--- src/rtl/guess_round_ctrl.sv ---
// Round sequencer for the four-digit guess-number game.
// Collects keypad digits into a guess and refuses repeated digits. On enter it
// strobes a compare into the match datapath and latches the A/B result. It
// counts attempts and declares win or loss.
// Ports:
//   clk, rst             clock, asynchronous active-high reset
//   start                pulse: begin or restart a game
//   key_valid, key_code  decoded key press (0-9 digit, A backspace, B enter)
//   r_a, r_b             match result, valid MATCH_LAT cycles after match_req
//   guess, digit_cnt     entered digits (first in [15:12], unused F) and count
//   match_req            one-cycle compare strobe
//   last_a, last_b       latched result of the most recent compare
//   attempts             completed compares this game
//   phase                0 IDLE, 1 ENTRY, 2 CHECK, 3 WAIT, 4 WIN, 5 LOSE
//   key_reject           one-cycle pulse when a key press is refused
module guess_round_ctrl #(
    parameter int unsigned MAX_TRIES = 10,
    parameter int unsigned MATCH_LAT = 2
) (
    input  logic        clk,
    input  logic        rst,
    input  logic        start,
    input  logic        key_valid,
    input  logic [3:0]  key_code,
    input  logic [2:0]  r_a,
    input  logic [2:0]  r_b,
    output logic [15:0] guess,
    output logic [2:0]  digit_cnt,
    output logic        match_req,
    output logic [2:0]  last_a,
    output logic [2:0]  last_b,
    output logic [3:0]  attempts,
    output logic [2:0]  phase,
    output logic        key_reject
);

    typedef enum logic [2:0] {
        ST_IDLE  = 3'd0,
        ST_ENTRY = 3'd1,
        ST_CHECK = 3'd2,
        ST_WAIT  = 3'd3,
        ST_WIN   = 3'd4,
        ST_LOSE  = 3'd5
    } state_t;

    localparam logic [3:0] KEY_BKSP  = 4'hA;
    localparam logic [3:0] KEY_ENTER = 4'hB;

    state_t      state_q, state_d;
    logic [15:0] guess_q, guess_d;
    logic [2:0]  digit_cnt_q, digit_cnt_d;
    logic        match_req_q, match_req_d;
    logic [2:0]  last_a_q, last_a_d;
    logic [2:0]  last_b_q, last_b_d;
    logic [3:0]  attempts_q, attempts_d;
    logic        key_reject_q, key_reject_d;
    logic [2:0]  wait_cnt_q, wait_cnt_d;
    logic        start_pend_q, start_pend_d;

    logic        is_digit;
    logic        dup;
    logic [3:0]  attempts_inc;

    // State and output registers
    always_ff @(posedge clk or posedge rst) begin
        if (rst) begin
            state_q      <= ST_IDLE;
            guess_q      <= 16'hFFFF;
            digit_cnt_q  <= 3'd0;
            match_req_q  <= 1'b0;
            last_a_q     <= 3'd0;
            last_b_q     <= 3'd0;
            attempts_q   <= 4'd0;
            key_reject_q <= 1'b0;
            wait_cnt_q   <= 3'd0;
            start_pend_q <= 1'b0;
        end else begin
            state_q      <= state_d;
            guess_q      <= guess_d;
            digit_cnt_q  <= digit_cnt_d;
            match_req_q  <= match_req_d;
            last_a_q     <= last_a_d;
            last_b_q     <= last_b_d;
            attempts_q   <= attempts_d;
            key_reject_q <= key_reject_d;
            wait_cnt_q   <= wait_cnt_d;
            start_pend_q <= start_pend_d;
        end
    end

    // Next-state and output logic
    always_comb begin
        state_d      = state_q;
        guess_d      = guess_q;
        digit_cnt_d  = digit_cnt_q;
        last_a_d     = last_a_q;
        last_b_d     = last_b_q;
        attempts_d   = attempts_q;
        key_reject_d = 1'b0;
        wait_cnt_d   = wait_cnt_q;
        start_pend_d = start_pend_q;

        is_digit     = (key_code <= 4'd9);
        attempts_inc = (attempts_q == 4'd15) ? 4'd15 : attempts_q + 4'd1;

        // Only the nibbles already written take part in the repeat check
        dup = 1'b0;
        for (int i = 0; i < 4; i++) begin
            if ((3'(i) < digit_cnt_q) && (guess_q[15-4*i -: 4] == key_code)) begin
                dup = 1'b1;
            end
        end

        case (state_q)
            ST_IDLE, ST_ENTRY, ST_WIN, ST_LOSE: begin
                if (start) begin
                    // Start beats any key in the same cycle; that key is dropped silently
                    state_d     = ST_ENTRY;
                    guess_d     = 16'hFFFF;
                    digit_cnt_d = 3'd0;
                    attempts_d  = 4'd0;
                    last_a_d    = 3'd0;
                    last_b_d    = 3'd0;
                end else if (key_valid && (state_q == ST_WIN || state_q == ST_LOSE)) begin
                    key_reject_d = 1'b1;
                end else if (key_valid && state_q == ST_ENTRY) begin
                    if (is_digit) begin
                        if (digit_cnt_q < 3'd4 && !dup) begin
                            for (int i = 0; i < 4; i++) begin
                                if (3'(i) == digit_cnt_q) guess_d[15-4*i -: 4] = key_code;
                            end
                            digit_cnt_d = digit_cnt_q + 3'd1;
                        end else begin
                            key_reject_d = 1'b1;
                        end
                    end else if (key_code == KEY_BKSP) begin
                        if (digit_cnt_q != 3'd0) begin
                            for (int i = 0; i < 4; i++) begin
                                if (3'(i) == digit_cnt_q - 3'd1) guess_d[15-4*i -: 4] = 4'hF;
                            end
                            digit_cnt_d = digit_cnt_q - 3'd1;
                        end else begin
                            key_reject_d = 1'b1;
                        end
                    end else if (key_code == KEY_ENTER) begin
                        if (digit_cnt_q == 3'd4) state_d = ST_CHECK;
                        else key_reject_d = 1'b1;
                    end
                end
            end
            ST_CHECK: begin
                state_d    = ST_WAIT;
                wait_cnt_d = 3'(MATCH_LAT - 1);
                if (start) start_pend_d = 1'b1;
            end
            ST_WAIT: begin
                if (start) start_pend_d = 1'b1;
                if (wait_cnt_q == 3'd0) begin
                    last_a_d     = r_a;
                    last_b_d     = r_b;
                    attempts_d   = attempts_inc;
                    guess_d      = 16'hFFFF;
                    digit_cnt_d  = 3'd0;
                    start_pend_d = 1'b0;
                    // A deferred restart overrides the outcome but keeps the latched result
                    if (start_pend_q || start) begin
                        state_d    = ST_ENTRY;
                        attempts_d = 4'd0;
                    end else if (r_a == 3'd4) begin
                        state_d = ST_WIN;
                        guess_d = guess_q;
                        digit_cnt_d = digit_cnt_q;
                    end else if (attempts_inc == 4'(MAX_TRIES)) begin
                        state_d = ST_LOSE;
                        guess_d = guess_q;
                        digit_cnt_d = digit_cnt_q;
                    end else begin
                        state_d = ST_ENTRY;
                    end
                end else begin
                    wait_cnt_d = wait_cnt_q - 3'd1;
                end
            end
            default: state_d = ST_IDLE;
        endcase

        match_req_d = (state_d == ST_CHECK);
    end

    assign guess      = guess_q;
    assign digit_cnt  = digit_cnt_q;
    assign match_req  = match_req_q;
    assign last_a     = last_a_q;
    assign last_b     = last_b_q;
    assign attempts   = attempts_q;
    assign phase      = state_q;
    assign key_reject = key_reject_q;

endmodule

--- config.mk ---
export PLATFORM = sky130hd
export DESIGN_NAME = guess_round_ctrl
export DESIGN_NICKNAME = d
export VERILOG_FILES = /design/src/rtl/guess_round_ctrl.sv
export SDC_FILE = /design/constraint.sdc
export NUM_CORES = 1
export LEC_CHECK = 0
export CORE_ASPECT_RATIO = 0.75
export CORE_MARGIN = 5
export CORE_UTILIZATION = 46
export CTS_BUF_LIST = sky130_fd_sc_hd__clkbuf_8 sky130_fd_sc_hd__clkbuf_16
export DETAILED_ROUTE_END_ITERATION = 10
export PLACE_DENSITY_LB_ADDON = 0.3
export SYNTH_ARGS = -nofsm -noshare
export SYNTH_HDL_FRONTEND = slang
export SYNTH_SLANG_ARGS = --single-unit
export TNS_END_PERCENT = 100
--- constraint.sdc ---
create_clock -name clk -period 2 [get_ports clk]
set_input_delay 0.3 -clock clk [delete_from_list [all_inputs] [get_ports clk]]
set_output_delay 0.3 -clock clk [all_outputs]
set_load 0.03 [all_outputs]
==> flow_metrics.py <==
metrics = {
    "worst_setup_path": {
        "cp_max_fo": 5,
        "cp_cell_sequence": "ha_4 -> and3b_1 -> o211ai_1 -> o211ai_1 -> a21oi_4 -> o211ai_4 -> mux2_4",
        "worst_ep_required_time_ns": 2.22,
        "crit_type": "flop to flop",
        "rr_worst_depth": 7,
        "path_delay_family": "compound AO/OA/AOI/OAI gates",
        "crit_buf_inv": 0,
        "startpoint": "attempts[1]",
        "cpPeakStageDelay_ns": 0.43,
        "timing.rr.end": "guess[10]",
        "worst_path_max_delay_cell": "dfrtp_2",
        "cp.depth": 7,
        "endpoint_kind": "flop",
        "crit_top_cell": "o211ai_1",
        "startpoint_type": "flop",
        "cp.arrival_ns": 2.25,
        "worstSetupEndpoint": "guess[10]",
        "r2r-start": "attempts[1]",
        "reg2reg_slack_ns": -0.03,
    },
    "outcome": {
        "status": "complete, but fails checks",
        "violations": "negative setup slack",
    },
    "floorplanning": {
        "initial_core_util_pct": 47.3,
        "coreArea_um2": 4900,
        "fp.dieH_um": 71.5,
        "ios": 48,
        "std_cell_rows": 22,
        "dieArea_um2": 6570,
        "die_w_um": 92.0,
    },
    "cells_and_area": {
        "fin_util_pct": 74.0,
        "nets": 346,
        "final_common_cell": "buf_4",
        "layout-drive-gt1-share_pct": 43.0,
        "area_growth_pct": 56.4,
        "antenna_cells": 0,
        "final_cell_area_um2": 3620,
        "num-fill-cells": 332,
        "final_cell_mix": "55 x buf_4, 43 x clkdlybuf4s50_1, 19 x nand2_1",
    },
    "timing": {
        "layout_setup_ws_ns": -0.0287,
        "fin_crit_ns": 2.03,
        "max_freq_ghz": 0.493,
        "rsz0062_at_grt": "true",
        "drv_slew": 0,
        "finalSetupViolations": 19,
        "fin_crit_sh_pct": 101,
        "fin_tns_setup_ns": -0.376,
        "worst_pin_slew_ns": 0.528,
        "finalHoldViolCount": 0,
        "clock-skew-final_ns": 0.00945,
        "relSlewSlack_pct": 64.5,
    },
    "global_route": {
        "grt_max_degree": 39,
        "grt-ovfl-total": 0,
        "antenna_found_initial": 0,
        "grt_pass1_wl_um": 10900,
        "grt_pass1_vias": 2108,
        "grt_usage_pct": 21.1,
    },
    "pwr": {
        "p_per_area_nw_per_um2": 1170,
        "combPwrFrac_pct": 56.7,
        "swShare_pct": 39.3,
        "ir_drop_v": 0.000772,
        "p_seq_share_pct": 28.2,
        "p_int_mw": 2.59,
        "netSwitchingPower_mw": 1.67,
        "power_mw": 4.26,
        "clkPwrFrac_pct": 15.1,
        "p_leak_nw": 1.56,
    },
    "synthesis": {
        "synth_nets": 246,
        "yosys_register_bits": 38,
        "syn_area_per_cell_um2": 10.4,
        "synth_edf_count": 0,
        "synth.distinct_cells": 52,
        "netlist_area_um2": 2320,
        "yosysSeqAreaShare_pct": 41.9,
        "netlist_instances": 222,
        "yosysWarnings": 0,
        "synth_flop_cell": "dfrtp_1",
        "synthArstFlopShare_pct": 100,
    },
    "clocking": {
        "cts_tree": "built",
        "hold_buffers": 0,
        "max-clock-path-buffers": 2,
        "cts_buffers": 5,
        "clock-root-buffer": "clkbuf_8",
        "clk_pin_slew_worst_paths_ns": 0.08,
        "cts-htree-levels": 2,
        "clock_sinks": 38,
        "worstSkewPairLatency_ns": 0.30,
    },
    "routing": {
        "num_vias": 2148,
        "drt_pass1_iterations": 4,
        "drt-total-wl_um": 7160,
        "drt_iter0_markers": 161,
        "via_per_inst": 5.61,
        "routedWlPerCell_um": 18.7,
        "antenna_left": 0,
        "drc": 0,
    },
    "placement": {
        "dpl-instance-area_um2": 3200,
        "port_buffers": 47,
        "pre_cts_slack_ns": -0.538,
        "gp_congestion": 0.933,
        "dp_hpwl_um": 4610,
    },
    "min_path": {
        "hold_path_class": "input pin to asynchronous set/reset pin",
    },
    "run": {
        "drv_cap": 0,
    },
}
-- routing by layer --
layer / share of wire (%) / vias to the layer above / GRT usage [%]
li1: - / 1000 / -
met1: 46 / 1068 / 30.2
met2: 46 / 70 / 32.3
met3: 6.6 / 10 / 5.04
met4: 1.3 / 0 / 5.11
met5: 0 / - / 0
-- cells in the mapped netlist, types with 2 or more instances --
cell	instances	share of area, %
dfrtp_1	22	24
nand2_1	20	3.2
dfstp_2	16	18
mux2_1	16	7.8
inv_1	11	1.8
nor2_1	11	1.8
xnor2_1	11	4.2
ha_1	10	5.4
o21ai_0	10	2.2
a21oi_1	8	1.7
nand3_1	8	1.7
a22o_1	6	2.3
buf_6	5	2.4
nor3_1	5	1.1
o211ai_2	4	2.2
clkbuf_1	3	0.49
nand3b_1	3	0.97
nor2b_1	3	0.81
o31ai_1	3	0.97
xor2_1	3	1.1
a22oi_1	2	0.65
a31oi_1	2	0.54
a32o_1	2	0.86
buf_2	2	0.43
mux2_2	2	0.97
nand2b_1	2	0.54
nand4_1	2	0.54
nor3b_1	2	0.65
nor4_1	2	0.54
o211ai_1	2	0.65
o221ai_1	2	0.76
or3_1	2	0.54
-- cells by family (layout without fill, tap and decap cells) --
kind of cell	Yosys count	after routing	share of synthesized area, %
XOR/XNOR	14	14	5.29
flip-flops	38	38	41.9
AND/OR/NAND/NOR	67	67	15.3
multiplexers	19	19	9.18
AO/OA/AOI/OAI	52	52	17.4
buffers and inverters	22	123	5.45
adder cells (fa/ha/maj)	10	10	5.40
-- through the flow --
step	cells	hold WS [ns]
finish	383	0.414
global route	383	0.458
CTS	378	0.438
detailed placement	365	0.481
global placement	365	0.468
floorplan	222	0.439
-- worst min-delay path by stage --
stage                               end  slack [ns]  cells past startpoint
final                          phase[2]        0.41                      3
after global routing           phase[2]        0.46                      3
after CTS                   attempts[2]        0.44                      3
after detailed placement  wait_cnt_q[2]        0.48                      1
after global placement    wait_cnt_q[1]        0.47                      2
after floorplan              key_reject        0.44                      2
-- power by group through the flow --
| stage | clock network (mW) | registers (mW) | logic [mW] |
|---|---|---|---|
| 2_1_floorplan | 0 | 1.47 | 0.896 |
| 3_3_place_gp | 0 | 1.20 | 1.93 |
| 3_5_place_dp | 0 | 1.20 | 1.95 |
| 4_1_cts | 0.645 | 1.19 | 2.20 |
| 5_1_grt | 0.674 | 1.23 | 2.54 |
| 6_report | 0.641 | 1.20 | 2.41 |
-- registers in the layout, indices dropped and copies added (netlist names) --
register	cells
start_pend_q	1
last_b	3
phase	3
guess	16
attempts	4
wait_cnt_q	3
key_reject	1
digit_cnt	3
last_a	3
match_req	1
-- final cells by class --
class / count / area, µm² / area share, %
Multi-Input combinational cell: 162 / 1510 / 41.7
Sequential cell: 38 / 976 / 26.9
Timing Repair Buffer: 104 / 910 / 25.1
Tap cell: 60 / 75.1 / 2.07
Clock buffer: 5 / 68.8 / 1.90
Inverter: 11 / 46.3 / 1.28
Clock inverter: 3 / 37.5 / 1.04
-- worst min-delay path, cell delays in order --
cell and delay, ns:
clkdlybuf4s50_1 0.39, inv_1 0.05, buf_4 0.41
-- what timing repair did --
| action | 4_1_cts | 5_1_grt |
|---|---|---|
| pin swaps | 9 | 8 |
| endpoints found under the setup margin | 22 | 19 |
| gates resized for setup | 25 | 21 |
| setup buffers | 6 | 6 |
Note: power is estimated with default switching activity, not from simulation.
==> variant: new RTL, same settings <==
Add an input register stage for `r_b`, without a reset; this delays it by one clock. The other inputs are not delayed to match. Comments in the files are not updated.
--- a/src/rtl/guess_round_ctrl.sv
+++ b/src/rtl/guess_round_ctrl.sv
@@ -47,2 +47,8 @@
     localparam logic [3:0] KEY_ENTER = 4'hB;
+
+    logic [2:0] r_b_q;
+
+    always_ff @(posedge clk) begin
+        r_b_q <= r_b;
+    end
 
@@ -159,3 +165,3 @@
                     last_a_d     = r_a;
-                    last_b_d     = r_b;
+                    last_b_d     = r_b_q;
                     attempts_d   = attempts_inc;
Formal check against the unedited RTL: no difference found for any inputs over 4 cycles, from zero or initial values and one cycle with rst high; that may be too few to reach the edited logic, so the function may still have changed.
==> variant against the original RTL <==
The flow still finishes with violations (setup timing). Worst setup slack better by 0.022 ns. Design area grew 0.41%. Synthesized area is 2.6% higher. Maximum frequency rose by 1.1%. Synthesized cell count is 6.3% higher. Utilization down 0.52 points. Count of clock-buffer cells in the layout did not move. Sequential cell count is 3 higher. Total power down 6.4%. Wire length fell by 5.9%. Largest power group unchanged.
==> variant: results (changes against the original RTL) <==
Timing
  • Setup WS post-layout: -0.00710 ns (+0.0216 ns)
  • Final setup TNS: -0.00984 ns (+0.366 ns)
  • Slew @ Worst Pin: 0.498 ns (-0.0305 ns)
  • Clk_skew: 0.00555 ns (-0.00390 ns)
  • Final setup fails: 2 (-17)

Logic synthesis
  • Async set-reset flop share out of synthesis: 0.927 (-0.0732)
  • Commonest cells in the netlist: dfrtp_1 (22), inv_1 (22), nand2_1 (18)
  • Synth Area in Adders: 0.0526 (-0.00136)
  • Synth Area in XOR/XNOR: 0.0479 (-0.00502)
  • Synth area leaders: dfrtp_1 (23%), dfstp_2 (18%), mux2i_1 (5.5%)
  • Post-synthesis sequential area ratio: 0.434 (+0.0147)
  • Synth Net Count: 260 (+5.7%)
  • Synth Cell Area: 2380 um^2 (+2.6%)
  • Share of the synthesized area in the top cell type: 0.232 (-0.00600)
  • Unique masters post-synth: 47 (-9.6%)
  • Compound-Gate Fraction of Synth Area: 0.181 (+0.00612)

Final layout
  • Share of layout cells above drive strength 1: 0.390 (-0.0405)
  • Non-clk buf share: 0.248 (-0.00344)
  • ClkCell Share: 0.0251 (-0.00425)
  • Multi-input combinational area share: 0.399 (-0.0179)
  • Final-stage net count: 359 (+3.8%)
  • Non-clock inverter count: 22 (+11)
  • Post-route cell area: 3640 um^2 (+0.41%)
  • FFs & Latches: 41 (+7.9%)
  • Seq. cell area: 1040 um^2 (+6.3%)
  • Non-clock buffers: 102 (-1.9%)
  • Layout Cells excl Fill: 396 (+3.4%)

Route
  • Drt via density: 5.30 (-5.5%)

Placement
  • Cells after DPL: 384 (+5.2%)
  • HPWL Detailed: 4640 um (+0.61%)
  • Pre-CTS WS: -0.477 ns (+0.0606 ns)

Clock network
  • Setup bufs post-CTS: 1 (-5)

Global routing
  • Vias in the first global route: 2,057 (-2.4%)
  • Total Routing Usage GR: 0.199 (-0.0113)
  • First-pass GRT wire length: 10,500 um (-4.2%)

Status
  • Run status: finished, violations left
  • Violated checks: setup timing

Setup path
  • Path depth of the worst reg2reg path: 8 (+1)
  • Crit-path max FO: 6 (+1)

Power and ir drop
  • Sw Share: 0.400 (+0.00752)
  • Lkg Pwr: 1.70 nW (+8.4%)
-- variant: cell types whose count changed in the layout (fill, tap and decap cells not counted), sizes merged, moves of 3 or more --
| cell | delta |
|---|---|
| nor2 | +6 |
| mux2i | +12 |
| inv | +9 |
| mux2 | -12 |
| dfxtp | +3 |
| o32ai | +3 |
| clkinvlp | +3 |
-- variant: worst min-delay path, cell delays in order --
cell             delay, ns
clkdlybuf4s50_1       0.39
inv_1                 0.05
buf_4                 0.41
-- variant: worst paths after layout --
path	slack, ns	start	end
max	-0.007	digit_cnt[0]$_DFFE_PP0P_	digit_cnt[1]$_DFFE_PP0P_
min	0.40	rst	last_b[2]$_DFFE_PP0P_
max reg2reg	-0.007	digit_cnt[0]$_DFFE_PP0P_	digit_cnt[1]$_DFFE_PP0P_
min reg2reg	0.46	r_b_q[1]$_DFF_P_	last_b[1]$_DFFE_PP0P_
max in group asynchronous	1.22	rst	phase[0]$_DFF_PP0_
min in group clk	0.43	r_b[0]	r_b_q[0]$_DFF_P_
-- variant: kinds of logic after synthesis --
group	count (synthesis)
flip-flops	41
AO/OA/AOI/OAI	52
AND/OR/NAND/NOR	69
XOR/XNOR	13
buffers and inverters	32
multiplexers	19
adder cells (fa/ha/maj)	10
-- variant: power groups by stage --
| stage | clock network, mW | registers (mW) | logic (mW) |
|---|---|---|---|
| finish | 0.555 | 1.23 | 2.20 |
| global route | 0.595 | 1.25 | 2.35 |
| CTS | 0.561 | 1.22 | 1.97 |
| detailed placement | 0 | 1.23 | 1.85 |
| global placement | 0 | 1.22 | 1.82 |
| floorplan | 0 | 1.52 | 0.790 |
-- variant: routing by layer --
layer,up-vias,global-route usage,routed length [um]
met3,11,0.0446,433
met5,-,0,0
met1,1007,0.306,3270
met4,0,0.0585,88
met2,57,0.278,2950
li1,1024,-,-
